`src/rtl/pdl_pkg.sv`:
```
// Shared types and default constants for the tuned delay-line array.
package pdl_pkg;

  typedef enum logic [1:0] {
    S_IDLE,
    S_ACCUM,
    S_EVAL
  } state_e;

  localparam int CH_DEF       = 4;
  localparam int DEL_W_DEF    = 3;
  localparam int WIN_LOG2_DEF = 6;
  localparam int TOL_DEF      = 4;
  localparam int DEL_INIT_DEF = 2;

endpackage

```
`src/rtl/pdl_chan.sv`:
```
// One delay channel: shift line, tap mux, ones counter and the tap,
// locked and sat registers that the shared tuning FSM steers.
module pdl_chan
  import pdl_pkg::*;
#(
  parameter int              DEL_W    = DEL_W_DEF,
  parameter int              WIN_LOG2 = WIN_LOG2_DEF,
  parameter int              TOL      = TOL_DEF,
  parameter logic [DEL_W-1:0] DEL_INIT = DEL_W'(DEL_INIT_DEF)
) (
  input  logic             clk,
  input  logic             clr,
  input  logic             en_i,
  input  logic             din_i,
  input  logic             load_i,
  input  logic [DEL_W-1:0] del_in_i,
  input  logic             cnt_clr_i,
  input  logic             acc_i,
  input  logic             eval_i,
  output logic             z_o,
  output logic [DEL_W-1:0] del_o,
  output logic             locked_o,
  output logic             sat_o
);

  localparam int D    = 2 ** DEL_W;
  localparam int CW   = WIN_LOG2 + 1;
  localparam int HALF = 2 ** (WIN_LOG2 - 1);
  localparam int HI   = HALF + TOL;
  localparam int LO   = HALF - TOL;

  logic [D-1:0]     line_q;
  logic             z_q;
  logic [CW-1:0]    ones_q;
  logic [DEL_W-1:0] tap_q, tap_d;
  logic             lock_q, lock_d;
  logic             sat_q, sat_d;
  logic             too_hi, too_lo;

  assign too_hi = int'(ones_q) > HI;
  assign too_lo = int'(ones_q) < LO;

  // A manual load always wins over a concurrent evaluation.
  always_comb begin
    tap_d  = tap_q;
    lock_d = lock_q;
    sat_d  = sat_q;
    if (load_i) begin
      tap_d  = del_in_i;
      lock_d = 1'b0;
      sat_d  = 1'b0;
    end else if (eval_i) begin
      if (too_hi) begin
        lock_d = 1'b0;
        if (tap_q == '0) sat_d = 1'b1;
        else             tap_d = tap_q - DEL_W'(1);
      end else if (too_lo) begin
        lock_d = 1'b0;
        if (tap_q == '1) sat_d = 1'b1;
        else             tap_d = tap_q + DEL_W'(1);
      end else begin
        lock_d = 1'b1;
      end
    end
  end

  always_ff @(posedge clk or posedge clr) begin
    if (clr) begin
      line_q <= '0;
      z_q    <= 1'b0;
      ones_q <= '0;
      tap_q  <= DEL_INIT;
      lock_q <= 1'b0;
      sat_q  <= 1'b0;
    end else begin
      z_q <= line_q[tap_q];
      if (en_i)
        line_q <= {line_q[D-2:0], din_i};
      if (cnt_clr_i)
        ones_q <= '0;
      else if (acc_i && z_q && ones_q != '1)
        ones_q <= ones_q + CW'(1);
      tap_q  <= tap_d;
      lock_q <= lock_d;
      sat_q  <= sat_d;
    end
  end

  assign z_o      = z_q;
  assign del_o    = tap_q;
  assign locked_o = lock_q;
  assign sat_o    = sat_q;

endmodule

```
`src/rtl/pdl_tuned_array.sv`:
```
// Array of tap-tuned delay lines; a shared FSM counts a sample window
// and then nudges each channel's tap toward a balanced ones count.
module pdl_tuned_array
  import pdl_pkg::*;
#(
  parameter int               CH       = CH_DEF,
  parameter int               DEL_W    = DEL_W_DEF,
  parameter int               WIN_LOG2 = WIN_LOG2_DEF,
  parameter int               TOL      = TOL_DEF,
  parameter logic [DEL_W-1:0] DEL_INIT = DEL_W'(DEL_INIT_DEF)
) (
  input  logic              clk,
  input  logic              clr,
  input  logic              en,
  input  logic              tune_en,
  input  logic [CH-1:0]     din,
  input  logic [CH*DEL_W-1:0] del_in,
  input  logic              del_load,
  output logic [CH-1:0]     z,
  output logic [CH*DEL_W-1:0] del_out,
  output logic [CH-1:0]     locked,
  output logic [CH-1:0]     sat,
  output logic              busy
);

  state_e              state_q, state_d;
  logic [WIN_LOG2-1:0] win_q;
  logic                run;
  logic                cnt_clr;
  logic                acc;
  logic                eval;

  assign run = en & tune_en;

  always_comb begin
    state_d = state_q;
    cnt_clr = 1'b0;
    acc     = 1'b0;
    eval    = 1'b0;
    if (del_load) begin
      state_d = run ? S_ACCUM : S_IDLE;
      cnt_clr = 1'b1;
    end else begin
      unique case (state_q)
        S_IDLE: begin
          if (run) begin
            state_d = S_ACCUM;
            cnt_clr = 1'b1;
          end
        end
        S_ACCUM: begin
          if (!run) begin
            state_d = S_IDLE;
          end else begin
            acc = 1'b1;
            if (win_q == '1) state_d = S_EVAL;
          end
        end
        S_EVAL: begin
          eval    = 1'b1;
          cnt_clr = 1'b1;
          state_d = run ? S_ACCUM : S_IDLE;
        end
        default: state_d = S_IDLE;
      endcase
    end
  end

  always_ff @(posedge clk or posedge clr) begin
    if (clr) begin
      state_q <= S_IDLE;
      win_q   <= '0;
    end else begin
      state_q <= state_d;
      if (cnt_clr)  win_q <= '0;
      else if (acc) win_q <= win_q + WIN_LOG2'(1);
    end
  end

  assign busy = (state_q != S_IDLE);

  for (genvar i = 0; i < CH; i++) begin : g_ch
    pdl_chan #(
      .DEL_W    (DEL_W),
      .WIN_LOG2 (WIN_LOG2),
      .TOL      (TOL),
      .DEL_INIT (DEL_INIT)
    ) u_chan (
      .clk       (clk),
      .clr       (clr),
      .en_i      (en),
      .din_i     (din[i]),
      .load_i    (del_load),
      .del_in_i  (del_in[i*DEL_W +: DEL_W]),
      .cnt_clr_i (cnt_clr),
      .acc_i     (acc),
      .eval_i    (eval),
      .z_o       (z[i]),
      .del_o     (del_out[i*DEL_W +: DEL_W]),
      .locked_o  (locked[i]),
      .sat_o     (sat[i])
    );
  end

endmodule

```
`config.mk`:
```
export PLATFORM = sky130hd
export DESIGN_NAME = pdl_tuned_array
export DESIGN_NICKNAME = d
export VERILOG_FILES = /design/src/rtl/pdl_pkg.sv /design/src/rtl/pdl_chan.sv /design/src/rtl/pdl_tuned_array.sv
export SDC_FILE = /design/constraint.sdc
export NUM_CORES = 1
export LEC_CHECK = 0
export CAP_MARGIN = 20
export CORE_MARGIN = 2
export CORE_UTILIZATION = 65
export DETAILED_ROUTE_END_ITERATION = 8
export DONT_BUFFER_PORTS = 1
export PLACE_DENSITY_LB_ADDON = 0.15
export SLEW_MARGIN = 0
export SYNTH_ARGS = -nofsm -noshare
export SYNTH_HDL_FRONTEND = slang
export SYNTH_SLANG_ARGS = --single-unit
```
`constraint.sdc`:
```
create_clock -name clk -period 7.55 [get_ports clk]
set_input_delay 2.265 -clock clk [delete_from_list [all_inputs] [get_ports clk]]
set_output_delay 2.265 -clock clk [all_outputs]
set_load 0.1 [all_outputs]
```
==> results.cfg, run 1 <==
[status]
outcome = finished clean

[placed_design]
place.gp.congestion = 0.8325
dp_hpwl_microns = 6800
placed_cell_area_sq_um = 4911
io_buffers = 0
placed_cells = 531

[sta]
setup_violations = 0
finalCritPeriodShare = 0.4851
worst_pin_slew_ns = 1.058
max_slew_margin = 0.2945
drv_slew = 0
fmax_ghz = 0.2731
finalHoldViolCount = 0
skew_ns = 0.01395
fin_crit_ns = 3.662
tns_ns = 0
rsz0062_at_grt = no

[global_route]
grt_first_pass_wirelength_microns = 16220
grt_overflow = 0
grt_pass1_vias = 3227
grt_max_degree = 74
grt_usage = 0.2440
antenna_found_initial = 0

[clocking]
cts_tree = yes
cts_hold_buf = 0
root_buffer = clkbuf_8
cts_buffer_depth = 2
cts-resized-gates = 0
numCtsBuffers = 9
ctsHtreeMaxLevel = 3
clk_pin_slew_ns = 0.09
cts_setup_buffers = 0
clk_latency_ns = 0.36
cts_sinks = 92

[detailed_routing]
wl_per_cell_microns = 17.41
postRouteAntennaNets = 0
routed_wl_microns = 9595
dr.pass1.iters = 7
viasPerCell = 6.209
vias = 3421
wl_met2_microns = 4383
highest_layer = met4
drt-initial-drc-count = 225
drt-met1-wl_microns = 4471
post-route-drc-count = 0
dr_wl_met3_microns = 596

[power]
peakVddDrop_v = 0.0002408
p_int_mw = 0.8015
p_leak_nw = 2.178
clockPowerShare = 0.239
power_density_nw_per_um2 = 246.8
switching_share = 0.3715
pwr-share-comb = 0.151
p_sw_mw = 0.4737
p_seq_frac = 0.610

[floorplanning]
core_area_sq_um = 7292
start_util = 0.6755
die_area_sq_um = 8291
die_w_microns = 91.06
io_pins = 46
die_h_microns = 91.06
rows = 31

[critical_path]
critPathMaxFanout = 6
critPathArrivalTime_ns = 1.40
startpoint_type = flip-flop
endpoint_kind = output pin
cp_data_required_time_ns = 5.29
worstSetupPathType = reg2out

[synth]
synth_ff_type = dfrtp_1
synth_area_sq_um = 4926
synthCells = 460
yosysWarnings = 0
synthArstFlopShare = 1.000
synth_edf_count = 0
ys_seq_elements = 92
synth_fp_nets = 494
ys_seq_area_frac = 0.4684
postSynthAreaPerCell_sq_um = 10.71
ys_types = 59

[finish]
final-instance-count-excl-fill = 551
n_antenna_cell = 0
fillers = 556
fin_area_sq_um = 5166
fin_nets = 481
drive_above_1_share = 0.1748
final_util = 0.7085
synthToLayoutAreaGrowth_pct = 4.877

[min_path]
hold_class = reg2reg

[job]
maxCapViolations = 0
through the flow:
step	setup WS (ns)	power, mW	hold slack (ns)
5_1_grt	3.831	1.335	0.5391
2_1_floorplan	2.900	0.9460	0.4560
3_3_place_gp	3.939	0.9614	0.4869
4_1_cts	3.735	1.276	0.5183
6_report	3.888	1.275	0.5156
3_5_place_dp	3.862	0.9743	0.4986
cells by family (layout without fill, tap and decap cells):
family	Yosys count	in the layout	synth area share
adder cells (fa/ha/maj)	13	13	0.03454
XOR/XNOR	21	21	0.03734
AND/OR/NAND/NOR	146	146	0.1565
flip-flops	92	92	0.4684
AO/OA/AOI/OAI	74	74	0.1057
buffers and inverters	58	50	0.05359
multiplexers	56	56	0.1440
final timing paths:
path	start	end	slack [ns]	cells past startpoint
worst min register to register	g_ch[1].u_chan.line_q[7]$_DFFE_PP0P_	g_ch[1].u_chan.line_q[7]$_DFFE_PP0P_	0.52	1
max in group asynchronous	clr	g_ch[3].u_chan.sat_o$_DFFE_PP0P_	4.59	2
worst max register to register	g_ch[2].u_chan.ones_q[0]$_DFFE_PP0P_	g_ch[2].u_chan.del_o[2]$_DFFE_PP0P_	4.81	11
worst min-delay path	g_ch[1].u_chan.line_q[7]$_DFFE_PP0P_	g_ch[1].u_chan.line_q[7]$_DFFE_PP0P_	0.52	1
min in group asynchronous	clr	g_ch[2].u_chan.line_q[2]$_DFFE_PP0P_	1.73	1
worst max-delay path	g_ch[3].u_chan.del_o[2]$_DFFE_PP0P_	del_out[11]	3.89	0
placed cells by master (no fill, tap or decap), drive strengths merged, types with 3 or more instances in the layout:
| cell | count |
|---|---|
| or3 | 5 |
| o311ai | 4 |
| buf | 7 |
| nand4 | 11 |
| and3 | 14 |
| xor2 | 11 |
| clkbuf | 11 |
| mux2 | 39 |
| o211ai | 12 |
| nand3 | 18 |
| mux4 | 8 |
| xnor2 | 10 |
| nand2 | 22 |
| nand2b | 4 |
| o21bai | 3 |
| o21a | 5 |
| o21ai | 10 |
| nor3 | 16 |
| nor3b | 4 |
| a21oi | 15 |
| nor2 | 34 |
| nor2b | 4 |
| o31ai | 3 |
| clkinvlp | 3 |
| ha | 12 |
| dfstp | 4 |
| a31oi | 4 |
| o31a | 3 |
| dfrtp | 88 |
| nand4b | 3 |
| mux2i | 9 |
| inv | 27 |
per-layer routing:
| metal | track usage | vias up |
|---|---|---|
| met4 | 0.07576 | 0 |
| met1 | 0.3528 | 1694 |
| met3 | 0.05809 | 13 |
| met5 | 0 | - |
| li1 | - | 1626 |
| met2 | 0.3685 | 88 |
cells in the mapped netlist (all sizes together), types with 12 or more instances:
cell,count,area share
inv,27,0.021
a21oi,15,0.015
buf,17,0.022
and3,14,0.019
nand2,22,0.017
nand3,18,0.018
o211ai,12,0.018
mux2,39,0.089
nor2,34,0.026
clkbuf,14,0.011
dfrtp,88,0.45
nor3,16,0.016
ha,12,0.030
final cells by class:
type                            instances  area, sq um  area share
Tap cell                               99        123.9     0.02398
Sequential cell                        92         2307      0.4466
Inverter                               27        102.6     0.01986
Multi-Input combinational cell        310         2355      0.4558
Clock inverter                          5        36.28    0.007023
Clock buffer                           11        141.4     0.02737
Timing Repair Buffer                    7        100.1     0.01938
power by group through the flow:
stage | logic [mW] | registers (mW) | clock network, mW
after floorplan | 0.254 | 0.692 | 0
after global placement | 0.172 | 0.790 | 0
after detailed placement | 0.178 | 0.796 | 0
after CTS | 0.179 | 0.786 | 0.311
after global routing | 0.213 | 0.789 | 0.333
final | 0.193 | 0.777 | 0.305
sequential cells by signal, indices dropped and copies added (netlist names):
register / cells
g_ch.u_chan.del_o: 12
g_ch.u_chan.line_q: 32
g_ch.u_chan.locked_o: 4
g_ch.u_chan.ones_q: 28
g_ch.u_chan.sat_o: 4
g_ch.u_chan.z_o: 4
state_q: 2
win_q: 6
Note: power is estimated with default switching activity, not from simulation.
==> inputs of run 2 (changes only) <==
--- a/config.mk
+++ b/config.mk
@@ -7,7 +7,7 @@
 export LEC_CHECK = 0
 export CAP_MARGIN = 20
 export CORE_MARGIN = 2
-export CORE_UTILIZATION = 65
+export CORE_UTILIZATION = 58
 export DETAILED_ROUTE_END_ITERATION = 8
 export DONT_BUFFER_PORTS = 1
 export PLACE_DENSITY_LB_ADDON = 0.15
==> constraint.sdc (replaced) <==
create_clock -name clk -period 3.3 [get_ports clk]
set_input_delay 0.99 -clock clk [delete_from_list [all_inputs] [get_ports clk]]
set_output_delay 0.99 -clock clk [all_outputs]
set_load 0.1 [all_outputs]
==> results.cfg, run 2 (same netlist as run 1, synthesis figures left out) <==
[status]
outcome = finished clean

[finish]
n_antenna_cell = 0
synthToLayoutAreaGrowth_pct = 5.893
largest_reg_flops = 32
regMostFlops = g_ch.u_chan.line_q
final_common_cell = dfrtp_1
fin_nets = 490
drive_above_1_share = 0.1931
final-instance-count-excl-fill = 566
layout_common_cells = 88 x dfrtp_1, 39 x mux2_2, 33 x nor2_1, 26 x inv_1, 22 x nand2_1

[power]
p_seq_frac = 0.539
peakVddDrop_v = 0.0004193
switching_share = 0.3644
p_int_mw = 1.887
p_sw_mw = 1.082
p_leak_nw = 2.214
clockPowerShare = 0.240
total_power_mw = 2.969
power_density_nw_per_um2 = 569.2
pwr-share-comb = 0.220

[sta]
tns_ns = 0
rsz0062_at_grt = no
skew_ns = 0.01259
finalCritPeriodShare = 0.8004
final.setup.worst_slack_ns = 0.6587
fin_crit_ns = 2.641
drv_slew = 0
setup_violations = 0
finalHoldViolCount = 0
fmax_ghz = 0.3786
max_slew_margin = 0.2423
worst_pin_slew_ns = 1.137

[min_path]
whs_path_depth = 1
worstHoldEndpoint = g_ch[0].u_chan.line_q[7]$_DFFE_PP0P_
worstHoldStart = g_ch[0].u_chan.line_q[7]$_DFFE_PP0P_
hold_class = reg2reg

[detailed_routing]
wl_per_cell_microns = 16.86
postRouteAntennaNets = 0
drt-initial-drc-count = 178
vias = 3404
viasPerCell = 6.014
post-route-drc-count = 0
dr.pass1.iters = 6
routed_wl_microns = 9544

[clocking]
ctsHtreeMaxLevel = 3
clk_pin_slew_ns = 0.09
root_buffer = clkbuf_8
cts_buffer_depth = 2
cts_hold_buf = 0
numCtsBuffers = 9
cts_sinks = 92
cts_setup_buffers = 0
cts_tree = yes
cts-resized-gates = 0
clk_latency_ns = 0.36

[floorplanning]
die_h_microns = 96.16
rows = 33
die_w_microns = 96.16
start_util = 0.5995
core_area_sq_um = 8217
io_pins = 46
die_area_sq_um = 9246

[critical_path]
r2r_end = g_ch[2].u_chan.del_o[2]$_DFFE_PP0P_
reg2reg_from = g_ch[2].u_chan.ones_q[0]$_DFFE_PP0P_
crit_chain = inv_1, ha_1, nand2b_1, a21o_1, and2_1, xnor2_1, ha_1, a2111oi_0, a311oi_1, a2111oi_0, a2bb2oi_1
endpoint_kind = flip-flop
cp_data_required_time_ns = 3.58
critical_path.max_stage_delay_ns = 0.45
startpoint_type = flip-flop
worstSetupPathType = reg2reg
r2r_slack_ns = 0.66
r2r_cells = 11
cp_slowest_cell = a2111oi_0
critPathMaxFanout = 4
critPathArrivalTime_ns = 2.92

[global_route]
antenna_found_initial = 0
grt_pass1_vias = 3314
grt_usage = 0.2286
grt_max_degree = 51
grt_first_pass_wirelength_microns = 16190
grt_overflow = 0

[placed_design]
pre_cts_slack_ns = 0.6723
place.gp.congestion = 0.8418
io_buffers = 0
dp_hpwl_microns = 6918
placed_cells = 550

[job]
maxCapViolations = 0
==> run 2: cell types whose count changed in the layout (fill, tap and decap cells not counted) <==
| cell | delta |
|---|---|
| buf_16 | -2 |
| clkbuf_1 | -1 |
| buf_4 | +12 |
| clkbuf_8 | +1 |
| buf_12 | +1 |
| buf_6 | -2 |
==> run 2: through the flow <==
step                instance area [sq um]  utilization  hold slack, ns
finish                               5216       0.6348          0.5099
global placement                     5031       0.6123          0.4864
global route                         5216       0.6348          0.5318
CTS                                  5216       0.6348          0.5146
detailed placement                   5031       0.6123          0.4937
floorplan                            4930            -          0.4560
==> run 2: how the worst max path moves through the flow <==
stage | start | endpoint | slack, ns | cells past startpoint
detailed placement | g_ch[2].u_chan.ones_q[0]$_DFFE_PP0P_ | g_ch[2].u_chan.del_o[2]$_DFFE_PP0P_ | 0.67 | 11
global placement | g_ch[2].u_chan.ones_q[0]$_DFFE_PP0P_ | g_ch[2].u_chan.del_o[2]$_DFFE_PP0P_ | 0.81 | 11
floorplan | g_ch[2].u_chan.del_o[1]$_DFFE_PP1P_ | g_ch[2].u_chan.del_o[2]$_DFFE_PP0P_ | 0.87 | 7
finish | g_ch[2].u_chan.ones_q[0]$_DFFE_PP0P_ | g_ch[2].u_chan.del_o[2]$_DFFE_PP0P_ | 0.66 | 11
global route | g_ch[2].u_chan.ones_q[0]$_DFFE_PP0P_ | g_ch[2].u_chan.del_o[2]$_DFFE_PP0P_ | 0.30 | 11
CTS | g_ch[2].u_chan.ones_q[0]$_DFFE_PP0P_ | g_ch[2].u_chan.del_o[2]$_DFFE_PP0P_ | 0.64 | 11
==> run 2: per-layer routing <==
metal  up-vias  part of all wire  global-route usage
li1       1643                 -                   -
met1      1692              0.47              0.3301
met2        58              0.46              0.3333
met3        11             0.057             0.06108
met4         0             0.014             0.07976
met5         -                 0                   0
==> run 2: cell type report <==
class / count / area (sq um)
multi-input cells: 310 / 2355
well taps: 105 / 131.4
repair buffers: 16 / 132.6
flip-flops and latches: 92 / 2307
clock inverters: 5 / 33.78
fillers: 678 / 3000
inverters: 27 / 105.1
clock buffers: 11 / 151.4
==> run 2: critical path, delay by kind of cell, from the launching register on <==
kind                     cells  cell delay [ns]
AO/OA/AOI/OAI                5             1.27
XOR/XNOR                     1             0.12
adder cells (fa/ha/maj)      2             0.40
buffers and inverters        1             0.08
flip-flops                   1             0.38
AND/OR/NAND/NOR              2             0.34
==> run 2: power by group through the flow <==
stage	clock network, mW	logic, mW	registers, mW
6_report	0.713	0.654	1.60
5_1_grt	0.779	0.706	1.63
4_1_cts	0.734	0.664	1.60
3_5_place_dp	0	0.662	1.62
3_3_place_gp	0	0.647	1.62
2_1_floorplan	0	0.581	1.58
==> inputs of run 3 (changes only) <==
==> constraint.sdc (replaced) <==
create_clock -name clk -period 2.4 [get_ports clk]
set_input_delay 0.72 -clock clk [delete_from_list [all_inputs] [get_ports clk]]
set_output_delay 0.72 -clock clk [all_outputs]
set_load 0.1 [all_outputs]
==> results.cfg, run 3 (same netlist as run 1, synthesis figures left out) <==
[finish]
n_antenna_cell = 0
synthToLayoutAreaGrowth_pct = 11.94
final_util = 0.6711
largest_reg_flops = 32
regMostFlops = g_ch.u_chan.line_q
layout_common_cells = 88 x dfrtp_1, 41 x buf_4, 39 x mux2_2, 33 x nor2_1, 25 x inv_1
fillers = 648
final_common_cell = dfrtp_1
fin_nets = 517
drive_above_1_share = 0.2582
fin_area_sq_um = 5514

[power]
peakVddDrop_v = 0.0005125
pwr-share-comb = 0.282
power_density_nw_per_um2 = 786.5
switching_share = 0.3459
p_seq_frac = 0.455
p_sw_mw = 1.500
p_leak_nw = 2.399
p_int_mw = 2.837
clockPowerShare = 0.263

[global_route]
grt_max_degree = 93
antenna_found_initial = 0
grt_overflow = 0
grt_pass1_vias = 3327
grt_first_pass_wirelength_microns = 16330
grt_usage = 0.2300

[floorplanning]
core_area_sq_um = 8217
die_w_microns = 96.16
rows = 33
die_area_sq_um = 9246
start_util = 0.5995
die_h_microns = 96.16
io_pins = 46

[critical_path]
critPathArrivalTime_ns = 2.62
critPathMaxFanout = 3
worstSetupPathType = reg2reg
startpoint_type = flip-flop
critical_path.max_stage_delay_ns = 0.37
cp_data_required_time_ns = 2.68
r2r_slack_ns = 0.06
crit_chain = inv_2, ha_2, nand2b_4, a21o_1, and2_4, xnor2_2, ha_2, buf_6, nor3_2, a311oi_2, buf_4, o22ai_1, a2bb2oi_1
cpMostUsedCell = ha_2
critPathTopFamily = compound AO/OA/AOI/OAI gates
cp_num_buf_inv = 3
cp_slowest_cell = dfrtp_1
endpoint_kind = flip-flop

[clocking]
ctsHtreeMaxLevel = 3
cts_sinks = 92
numCtsBuffers = 9
root_buffer = clkbuf_8
clk_latency_ns = 0.36
clk_pin_slew_ns = 0.09
cts_buffer_depth = 2
cts_tree = yes

[sta]
fmax_ghz = 0.4273
drv_slew = 0
worst_pin_slew_ns = 0.9188
setup_violations = 0
rsz0062_at_grt = yes
skew_ns = 0.01377
fin_crit_ns = 2.340
finalHoldViolCount = 0
max_slew_margin = 0.3875
finalCritPeriodShare = 0.9751

[placed_design]
dp_hpwl_microns = 6812
place.gp.congestion = 0.8450
placed_cell_area_sq_um = 5192
io_buffers = 0

[detailed_routing]
routed_wl_microns = 9852
postRouteAntennaNets = 0
post-route-drc-count = 0
drt-initial-drc-count = 186
viasPerCell = 5.887
dr.pass1.iters = 4
wl_per_cell_microns = 16.61
vias = 3491

[job]
maxCapViolations = 0

[status]
outcome = finished clean

[min_path]
hold_class = in2async
[run 3: cell type report]
cell class | count | area [sq um] | share of cell area
multi-input cells | 310 | 2409 | 0.4368
flip-flops and latches | 92 | 2311 | 0.4191
repair buffers | 43 | 339.1 | 0.06149
clock buffers | 12 | 145.1 | 0.02632
well taps | 105 | 131.4 | 0.02383
inverters | 27 | 105.1 | 0.01906
clock inverters | 4 | 73.82 | 0.01339
[run 3: routing by layer]
layer,vias up,track usage,wire (microns),share of wire
li1,1704,-,-,-
met1,1716,0.3339,4857,0.49
met2,65,0.3420,4431,0.45
met3,6,0.06186,488,0.050
met4,0,0.06190,75,0.0076
met5,-,0,0,0
[run 3: worst paths after layout]
path	startpoint	end	cells after the start
max	g_ch[2].u_chan.ones_q[0]$_DFFE_PP0P_	g_ch[2].u_chan.del_o[2]$_DFFE_PP0P_	13
min	clr	g_ch[2].u_chan.line_q[4]$_DFFE_PP0P_	2
max reg2reg	g_ch[2].u_chan.ones_q[0]$_DFFE_PP0P_	g_ch[2].u_chan.del_o[2]$_DFFE_PP0P_	13
min reg2reg	g_ch[2].u_chan.line_q[7]$_DFFE_PP0P_	g_ch[2].u_chan.line_q[7]$_DFFE_PP0P_	1
max in group asynchronous	clr	g_ch[0].u_chan.del_o[1]$_DFFE_PP1P_	2
min in group clk	del_load	g_ch[0].u_chan.sat_o$_DFFE_PP0P_	1
[run 3: power by group through the flow]
stage	Combinational, mW	Sequential (mW)	Clock, mW
floorplan	0.799	2.18	0
global placement	1.18	1.98	0
detailed placement	1.20	1.99	0
CTS	1.21	1.97	1.17
global route	1.30	2.01	1.24
finish	1.22	1.97	1.14
[run 3: timing repair]
action,in CTS,in global routing
resized for setup,6,10
pin swaps,1,7
hold buffers,0,0
setup endpoints to repair,1,4
buffers inserted,0,6
[run 3: metrics by stage]
| stage | hold slack, ns | cells | TNS, ns | power [mW] | setup WS (ns) |
|---|---|---|---|---|---|
| after detailed placement | 0.4919 | 571 | -0.1063 | 3.195 | -0.1063 |
| final | 0.3479 | 593 | 0 | 4.337 | 0.05965 |
| after CTS | 0.3803 | 587 | 0 | 4.349 | 0.004453 |
| after global routing | 0.3977 | 593 | -0.04561 | 4.543 | -0.04561 |
| after floorplan | 0.4560 | 460 | 0 | 2.983 | 0.02597 |
| after global placement | 0.4853 | 571 | -0.0007654 | 3.155 | -0.0007654 |
